**src/rtl/bias_add_stage_pkg.sv**
```systemverilog
// Shared lane format for the bias-add path and the per-layer bias generators.
// Latency: n/a (types, constants and helpers only).
// Backpressure: n/a.
package bias_add_stage_pkg;

    // Default lane width and lane count. The fixed-point format matches the bias buses.
    localparam int LANE_W  = 18;
    localparam int N_LANES = 16;

    // Saturation limits for a LANE_W-bit two's complement lane.
    localparam logic [LANE_W-1:0] SAT_MAX = {1'b0, {(LANE_W-1){1'b1}}};
    localparam logic [LANE_W-1:0] SAT_MIN = {1'b1, {(LANE_W-1){1'b0}}};

    // Low bit index of lane 'lane' in a bus packed with 'width'-bit lanes.
    function automatic int lane_lo(input int lane, input int width);
        return lane * width;
    endfunction

endpackage

```
**src/rtl/bias_add_stage_sat_lane.sv**
```systemverilog
// Single-lane W+1 -> W signed saturation, optional ReLU, and a clamp flag.
// Latency: combinational.
// Backpressure: none; the enclosing pipeline decides when the result is captured.
module bias_sat_lane
    import bias_add_stage_pkg::*;
#(
    parameter int W       = LANE_W,
    parameter bit RELU_EN = 1'b1
) (
    input  logic [W:0]   sum,
    output logic [W-1:0] res,
    output logic         sat
);

    localparam logic [W-1:0] MAXV = {1'b0, {(W-1){1'b1}}};
    localparam logic [W-1:0] MINV = {1'b1, {(W-1){1'b0}}};

    logic [W-1:0] clamped;

    // Clamp when the two top bits disagree, then zero negative results if ReLU is on.
    // The flag reflects clamping only, so a negative clamp is still reported after ReLU.
    always_comb begin
        clamped = sum[W-1:0];
        sat     = 1'b0;
        if (sum[W] != sum[W-1]) begin
            sat     = 1'b1;
            clamped = sum[W] ? MINV : MAXV;
        end
        res = clamped;
        if (RELU_EN && clamped[W-1]) begin
            res = '0;
        end
    end

endmodule

```
**src/rtl/bias_add_stage.sv**
```systemverilog
// Lane-wise bias add with signed saturation and optional ReLU over a valid/ready stream.
// Latency: 2 cycles from input transfer to out_valid; 1 vector/cycle throughput.
// Backpressure: a stalled output holds both stages; in_ready drops only when both are full.
module bias_add_stage
    import bias_add_stage_pkg::*;
#(
    parameter int N_adder_tree = N_LANES,
    parameter int W            = LANE_W,
    parameter bit RELU_EN      = 1'b1
) (
    input  logic                      clk,
    input  logic                      rst,
    input  logic                      in_valid,
    output logic                      in_ready,
    input  logic [N_adder_tree*W-1:0] in_data,
    input  logic [N_adder_tree*W-1:0] bias,
    output logic                      out_valid,
    input  logic                      out_ready,
    output logic [N_adder_tree*W-1:0] out_data,
    output logic [N_adder_tree-1:0]   sat_lanes,
    output logic [15:0]               sat_count
);

    localparam int SW = W + 1;

    logic                         s1_valid;
    logic                         s2_valid;
    logic [N_adder_tree*SW-1:0]   s1_sum;
    logic [N_adder_tree*SW-1:0]   sum_d;
    logic [N_adder_tree*W-1:0]    lane_res;
    logic [N_adder_tree-1:0]      lane_sat;
    logic                         s1_load;
    logic                         s2_load;

    // S2 can take new data when empty or draining; S1 likewise when S2 moves.
    // in_ready depends on out_ready and state only, never on in_valid.
    assign s2_load   = !s2_valid || out_ready;
    assign s1_load   = !s1_valid || s2_load;
    assign in_ready  = s1_load;
    assign out_valid = s2_valid;

    // Per-lane widening add feeding S1 and saturate/ReLU feeding S2.
    for (genvar i = 0; i < N_adder_tree; i++) begin : g_lane
        logic [W-1:0] a;
        logic [W-1:0] b;

        assign a = in_data[lane_lo(i, W) +: W];
        assign b = bias[lane_lo(i, W) +: W];
        assign sum_d[lane_lo(i, SW) +: SW] = {a[W-1], a} + {b[W-1], b};

        bias_sat_lane #(
            .W       (W),
            .RELU_EN (RELU_EN)
        ) u_sat (
            .sum (s1_sum[lane_lo(i, SW) +: SW]),
            .res (lane_res[lane_lo(i, W) +: W]),
            .sat (lane_sat[i])
        );
    end

    // Stage 1: capture the widened sums; bias is sampled here with in_data.
    always_ff @(posedge clk or posedge rst) begin
        if (rst) begin
            s1_valid <= 1'b0;
            s1_sum   <= '0;
        end else if (s1_load) begin
            s1_valid <= in_valid;
            if (in_valid) begin
                s1_sum <= sum_d;
            end
        end
    end

    // Stage 2: capture saturated lanes and flags; held while the output is stalled.
    always_ff @(posedge clk or posedge rst) begin
        if (rst) begin
            s2_valid  <= 1'b0;
            out_data  <= '0;
            sat_lanes <= '0;
        end else if (s2_load) begin
            s2_valid <= s1_valid;
            if (s1_valid) begin
                out_data  <= lane_res;
                sat_lanes <= lane_sat;
            end
        end
    end

    // Count delivered vectors with any clamped lane, sticking at all-ones.
    always_ff @(posedge clk or posedge rst) begin
        if (rst) begin
            sat_count <= '0;
        end else if (s2_valid && out_ready && (|sat_lanes) && (sat_count != 16'hFFFF)) begin
            sat_count <= sat_count + 16'd1;
        end
    end

endmodule

```
**config.mk**
```make
export PLATFORM = sky130hd
export DESIGN_NAME = bias_add_stage
export DESIGN_NICKNAME = d
export VERILOG_FILES = /design/src/rtl/bias_add_stage_pkg.sv /design/src/rtl/bias_add_stage_sat_lane.sv /design/src/rtl/bias_add_stage.sv
export SDC_FILE = /design/constraint.sdc
export NUM_CORES = 2
export LEC_CHECK = 0
export ABC_CLOCK_PERIOD_IN_PS = 19550
export CORE_AREA = 2 2 352 354
export CTS_CLUSTER_SIZE = 28
export DETAILED_ROUTE_END_ITERATION = 10
export DIE_AREA = 0 0 354 356
export GPL_ROUTABILITY_DRIVEN = 0
export PLACE_DENSITY = 0.6
export SETUP_SLACK_MARGIN = 0.02
export SYNTH_ARGS = -nofsm -noshare
export SYNTH_HDL_FRONTEND = slang
export SYNTH_SLANG_ARGS = --single-unit
```
**constraint.sdc**
```tcl
create_clock -name clk -period 19.55 [get_ports clk]
set_input_delay 2.9325 -clock clk [delete_from_list [all_inputs] [get_ports clk]]
set_output_delay 2.9325 -clock clk [all_outputs]
set_load 0.02 [all_outputs]
```
Word level (Yosys, flattened, before mapping) --
Cells that the tools add are included.
Storage, ports and cells: bits in latches 0, register bits 626, word-level logic and storage cells 114, memories 0, memory bits (writable) 0, output and inout bits 322, bits in read-only memories 0, input bits 580
Operators by class: shift operators 0, $add $sub $neg 17, divide/modulo/power cells 0, bitwise logic cells 0, order comparisons 0, reduce and logical (&&, ||, !) cells 10, equal/unequal tests 17, multipliers 0, mux-type cells 64
Operators by type and width (number):
- 18-bit two-way mux | 32
- 18-bit by 18-bit adder with 19-bit output | 16
- 17-bit two-way mux | 16
- 16-bit by 1-bit adder with 16-bit output (second input constant) | 1
- 1-bit two-way mux | 16
- 1-bit != test | 16
- 16-bit != test (second input constant) | 1
- 16-bit OR reduction | 1
- 2-bit AND reduction | 2
- 1-bit logical AND | 3
- 1-bit logical NOT | 2
- 1-bit logical OR | 2

Longest topological paths before layout --
depth after elaboration 4, gate-level depth with buffers 11, gate-level depth less buffers 11

Modules after synthesis --
From an unflattened synthesis, not the netlist that was laid out.
Second synthesis, totals: cells, all modules 4253, area total of the unflattened synthesis 41349.7 um^2
Modules (own cells, without submodules):
- bias_add_stage | area each 35864.4 um^2, cells an instance 3501, times used 1, sequential area each 15665.0 um^2
- bias_sat_lane | area each 342.8 um^2, cells an instance 47, times used 16, sequential area each 0.0 um^2

Worst setup path before layout --
Ideal clock, no wire load.
path type input-to-output, from input out_ready, to output in_ready, stages 1, slack 13.392 ns, arrival time 3.225 ns, buffers on the path 0, data required time 16.617 ns, cells stage by stage nand3b_1
Between the ends: word-level cells in the longest chain between the ends 2
Ends and longest elaborated chain:
- from (decl) | line bias_add_stage.sv:18 | input logic out_ready,
- 1-bit logical OR | line bias_add_stage.sv:37 | assign s2_load = !s2_valid || out_ready;
- 1-bit logical OR | line bias_add_stage.sv:38 | assign s1_load = !s1_valid || s2_load;
- to (decl) | line bias_add_stage.sv:14 | output logic in_ready,
Every way passes these cells.

Final worst setup path --
Same ends and word-level chain as after synthesis.

==> impl_metrics.csv <==
group,metric,value,unit
min_path,hold_depth,2,
worst_setup_path,crit_top_cell,"clkdlybuf4s50_1",
routing,routed_wl,135000,µm
clock_network,cts_max_level,3,
grt,grt_overflow,0,
synth,synth_top_area_share,0.4143,
worst_setup_path,worstSetupPathType,"in2out",
power,internal_power,3.435,mW
routing,drtPass1Iterations,6,
clock_network,cts_buffers,74,
grt,antenna_found_initial,36,
grt,grt_pass1_wl,200000,µm
grt,grt_max_degree,198,
synth,synthMuxAreaShare,0.002071,
timing,post-route-min-period,7.224,ns
synth,yosysUniqueCellTypes,80,
worst_setup_path,cp.buffers_inverters,2,
power,clkPwrFrac,0.253,
timing,setup_viol,0,
worst_setup_path,cp_cell_sequence,"clkdlybuf4s50_1 -> nand3b_1 -> clkdlybuf4s50_1",
final_layout,stdcell_count,6676,
routing,drt_iter0_drc,2190,
timing,worstMarginPinSlew,1.165,ns
routing,avgRoutedWirePerCell,20.22,µm
power,power_switching,2.117,mW
clock_network,ctsRootBufferMaster,"clkbuf_16",
synth,synthArstFlopShare,1.000,
synth,syn_area,36850,µm²
clock_network,clk_latency,0.65,ns
routing,drc,0,
clock_network,post_cts_buffers,0,
final_layout,final_core_util,0.4061,
clock_network,cts.path.max_buffers,3,
placed_design,dp_hpwl,106900,µm
job,maxCapViolations,0,
floorplan,rows,129,
synth,synth-seq-cells,610,
timing,fin_crit_sh,0.3695,
worst_setup_path,crit_arrival,4.29,ns
placed_design,placed_cells,6521,
placed_design,dp_slack,12.03,ns
floorplan,initial_core_util,0.3004,
worst_setup_path,worstPathMaxFanout,4,
power,seqPwrFrac,0.348,
clock_network,tritoncts,"built",
synth,synth-edff-count,0,
power,ir_drop,0.05974,mV
timing,fmax,0.1384,GHz
synth,synth.most_common_cell,"nand2_1",
floorplan,die_w,354,µm
worst_setup_path,start_kind,"primary input",
final_layout,nets,5877,
placed_design,port_buffers,885,
worst_setup_path,cp_slowest_cell,"clkdlybuf4s50_1",
timing,slew_headroom,0.2206,
floorplan,dieArea,126000,µm²
grt,grt_util_met1,0.2663,
grt,grt_pass1_vias,32380,
min_path,min_path_type,"reg2reg",
timing,finalSetupTns,0,ns
power,leakage,21.93,nW
power,sw_frac_of_total,0.3813,
timing,finalWorstSetupSlack,12.33,ns
worst_setup_path,crit_required,16.62,ns
outcome,status,"finished clean",
floorplan,coreArea,122700,µm²
synth,synth.avg_cell_area,8.892,µm²
worst_setup_path,r2r_end,"s1_sum[37]",
synth,synthFlopType,"dfrtp_1",
clock_network,hold_buffers,0,
timing,hold_viol,0,
final_layout,drive_gt1_frac,0.03807,
synth,ys_top_cells_by_area,"dfrtp_1 41%, ha_1 11%, o21ai_0 8.4%",
synth,yosys.area.top_type,"dfrtp_1",
routing,vias,33050,
routing,postRouteAntennaNets,0,
synth,yosys_warnings,0,
final_layout,area_growth,35.19,%
timing,finalClockSkew,0.01646,ns
synth,synth-seq-area-share,0.4143,
clock_network,cts_resized,0,
timing,rsz0062_at_grt,"false",
power,p_comb_frac,0.399,
worst_setup_path,reg2reg_from,"s1_valid",
power,power_density,111.4,nW/µm²
synth,yosys-top-cells-count,"710 x nand2_1, 618 x o21ai_0, 610 x dfrtp_1",
synth,synth_compound_area_frac,0.2151,
synth,syn_inst,4144,
clock_network,cts.sinks,610,
worst_setup_path,end_kind,"primary output",
timing,drv_slew,0,
synth,synthAdderAreaFrac,0.1177,
clock_network,clkTransAtPathRegs,0.06,ns
floorplan,die_h,356,µm
synth,synth_top_family_by_area,"compound AO/OA/AOI/OAI gates",
synth,synth-simple-area-share,0.1639,
routing,vias_per_cell,4.951,
min_path,hold_start,"out_data[142]",
worst_setup_path,worstRegToRegCells,8,
min_path,hold_end,"out_data[142]",
worst_setup_path,r2r_slack,15.62,ns
synth,yosys.area_share.xor_xnor,0.05087,
worst_setup_path,crit_family,"buffers and inverters",
grt,busiest_layer,"met2",
floorplan,num_io_pins,902,
grt,grt_util_met2,0.3344,
grt,use_met3,0.05516,
worst_setup_path,critPathMaxStageDelay,0.65,ns
grt,grt_usage,0.2072,
flip-flops by register name (all words and copies together), names as in the netlist:
name and flops:
s1_sum 304, out_data 272, sat_count 16, sat_lanes 16
out_valid 1, s1_valid 1
placed cells by master, fill, tap and decap left out, types with 13 or more instances in the layout:
cell / instances
nand2b_1: 31
fa_1: 16
conb_1: 16
inv_1: 150
clkbuf_8: 18
clkbuf_16: 75
a31oi_1: 25
nor3_1: 41
nor2_1: 143
nand3_1: 46
xor2_1: 114
a211oi_1: 40
o21ai_1: 21
o211ai_1: 13
buf_4: 21
or3_1: 17
diode_2: 22
o21a_1: 49
o21bai_1: 28
dfrtp_1: 610
nor2b_1: 204
o31ai_1: 34
nor3b_1: 17
nand4_1: 23
ha_1: 321
xnor2_1: 100
clkdlybuf4s50_1: 885
o31a_1: 14
or4_1: 13
clkbuf_1: 15
a21o_1: 102
o21ai_0: 618
and3_1: 21
nand2_1: 708
a21oi_1: 272
per-layer routing:
metal | share of wire | vias to the layer above | wire, µm
li1 | - | 16130 | -
met1 | 0.43 | 15740 | 58040
met2 | 0.46 | 935 | 62460
met3 | 0.071 | 228 | 9590
met4 | 0.036 | 18 | 4808
met5 | 0.00076 | - | 103
power by group through the flow:
stage          logic [mW]  registers (mW)  clock network [mW]
6_report             2.21            1.93                1.41
5_1_grt              2.40            1.98                1.49
4_1_cts              2.23            1.94                1.44
3_5_place_dp         2.23            1.95                   0
3_3_place_gp         2.21            1.95                   0
2_1_floorplan       0.873            2.17                   0
worst max-delay path by stage:
stage          startpoint  cells past startpoint  slack (ns)            to
6_report        out_ready                      3       12.33      in_ready
5_1_grt               rst                      6       12.22      s1_valid
3_5_place_dp          rst                      6       12.03  out_data[79]
3_3_place_gp          rst                      6       12.04    s1_sum[86]
4_1_cts         out_ready                      3       12.32      in_ready
2_1_floorplan         rst                      1        8.29   out_data[0]
stage by stage:
step | hold WS [ns] | power [mW] | area (µm²)
3_5_place_dp | 0.4627 | 4.180 | 47270
2_1_floorplan | 0.4394 | 3.046 | 36910
4_1_cts | 0.4778 | 5.613 | 49760
5_1_grt | 0.4882 | 5.875 | 49800
3_3_place_gp | 0.4585 | 4.152 | 47270
6_report | 0.4730 | 5.552 | 49810
logic make-up (layout without fill, tap and decap cells):
group | after synthesis | count (layout)
compound gates | 1333 | 1333
other cells | 1 | 38
flops | 610 | 610
xor+xnor | 214 | 214
mux | 7 | 7
simple gates | 1308 | 1308
fa+ha+maj | 337 | 337
buf+inv | 334 | 1192
final cells by class:
type | count | area (µm²)
diodes | 22 | 55.05
clock buffers | 108 | 2181
clock inverters | 25 | 304.0
fillers | 12210 | 72850
inverters | 151 | 570.5
multi-input cells | 3215 | 20330
flip-flops and latches | 610 | 15260
well taps | 1637 | 2048
repair buffers | 908 | 9056
worst register-to-register path: stages (launching register included):
cell      delay, ns
dfrtp_1        0.41
nand3b_1       0.20
nand2_4        0.55
buf_4          0.79
buf_4          0.76
buf_4          0.73
nor3b_1        0.16
a21oi_1        0.13
o21ai_0        0.09
(Power assumes the default switching activity.)
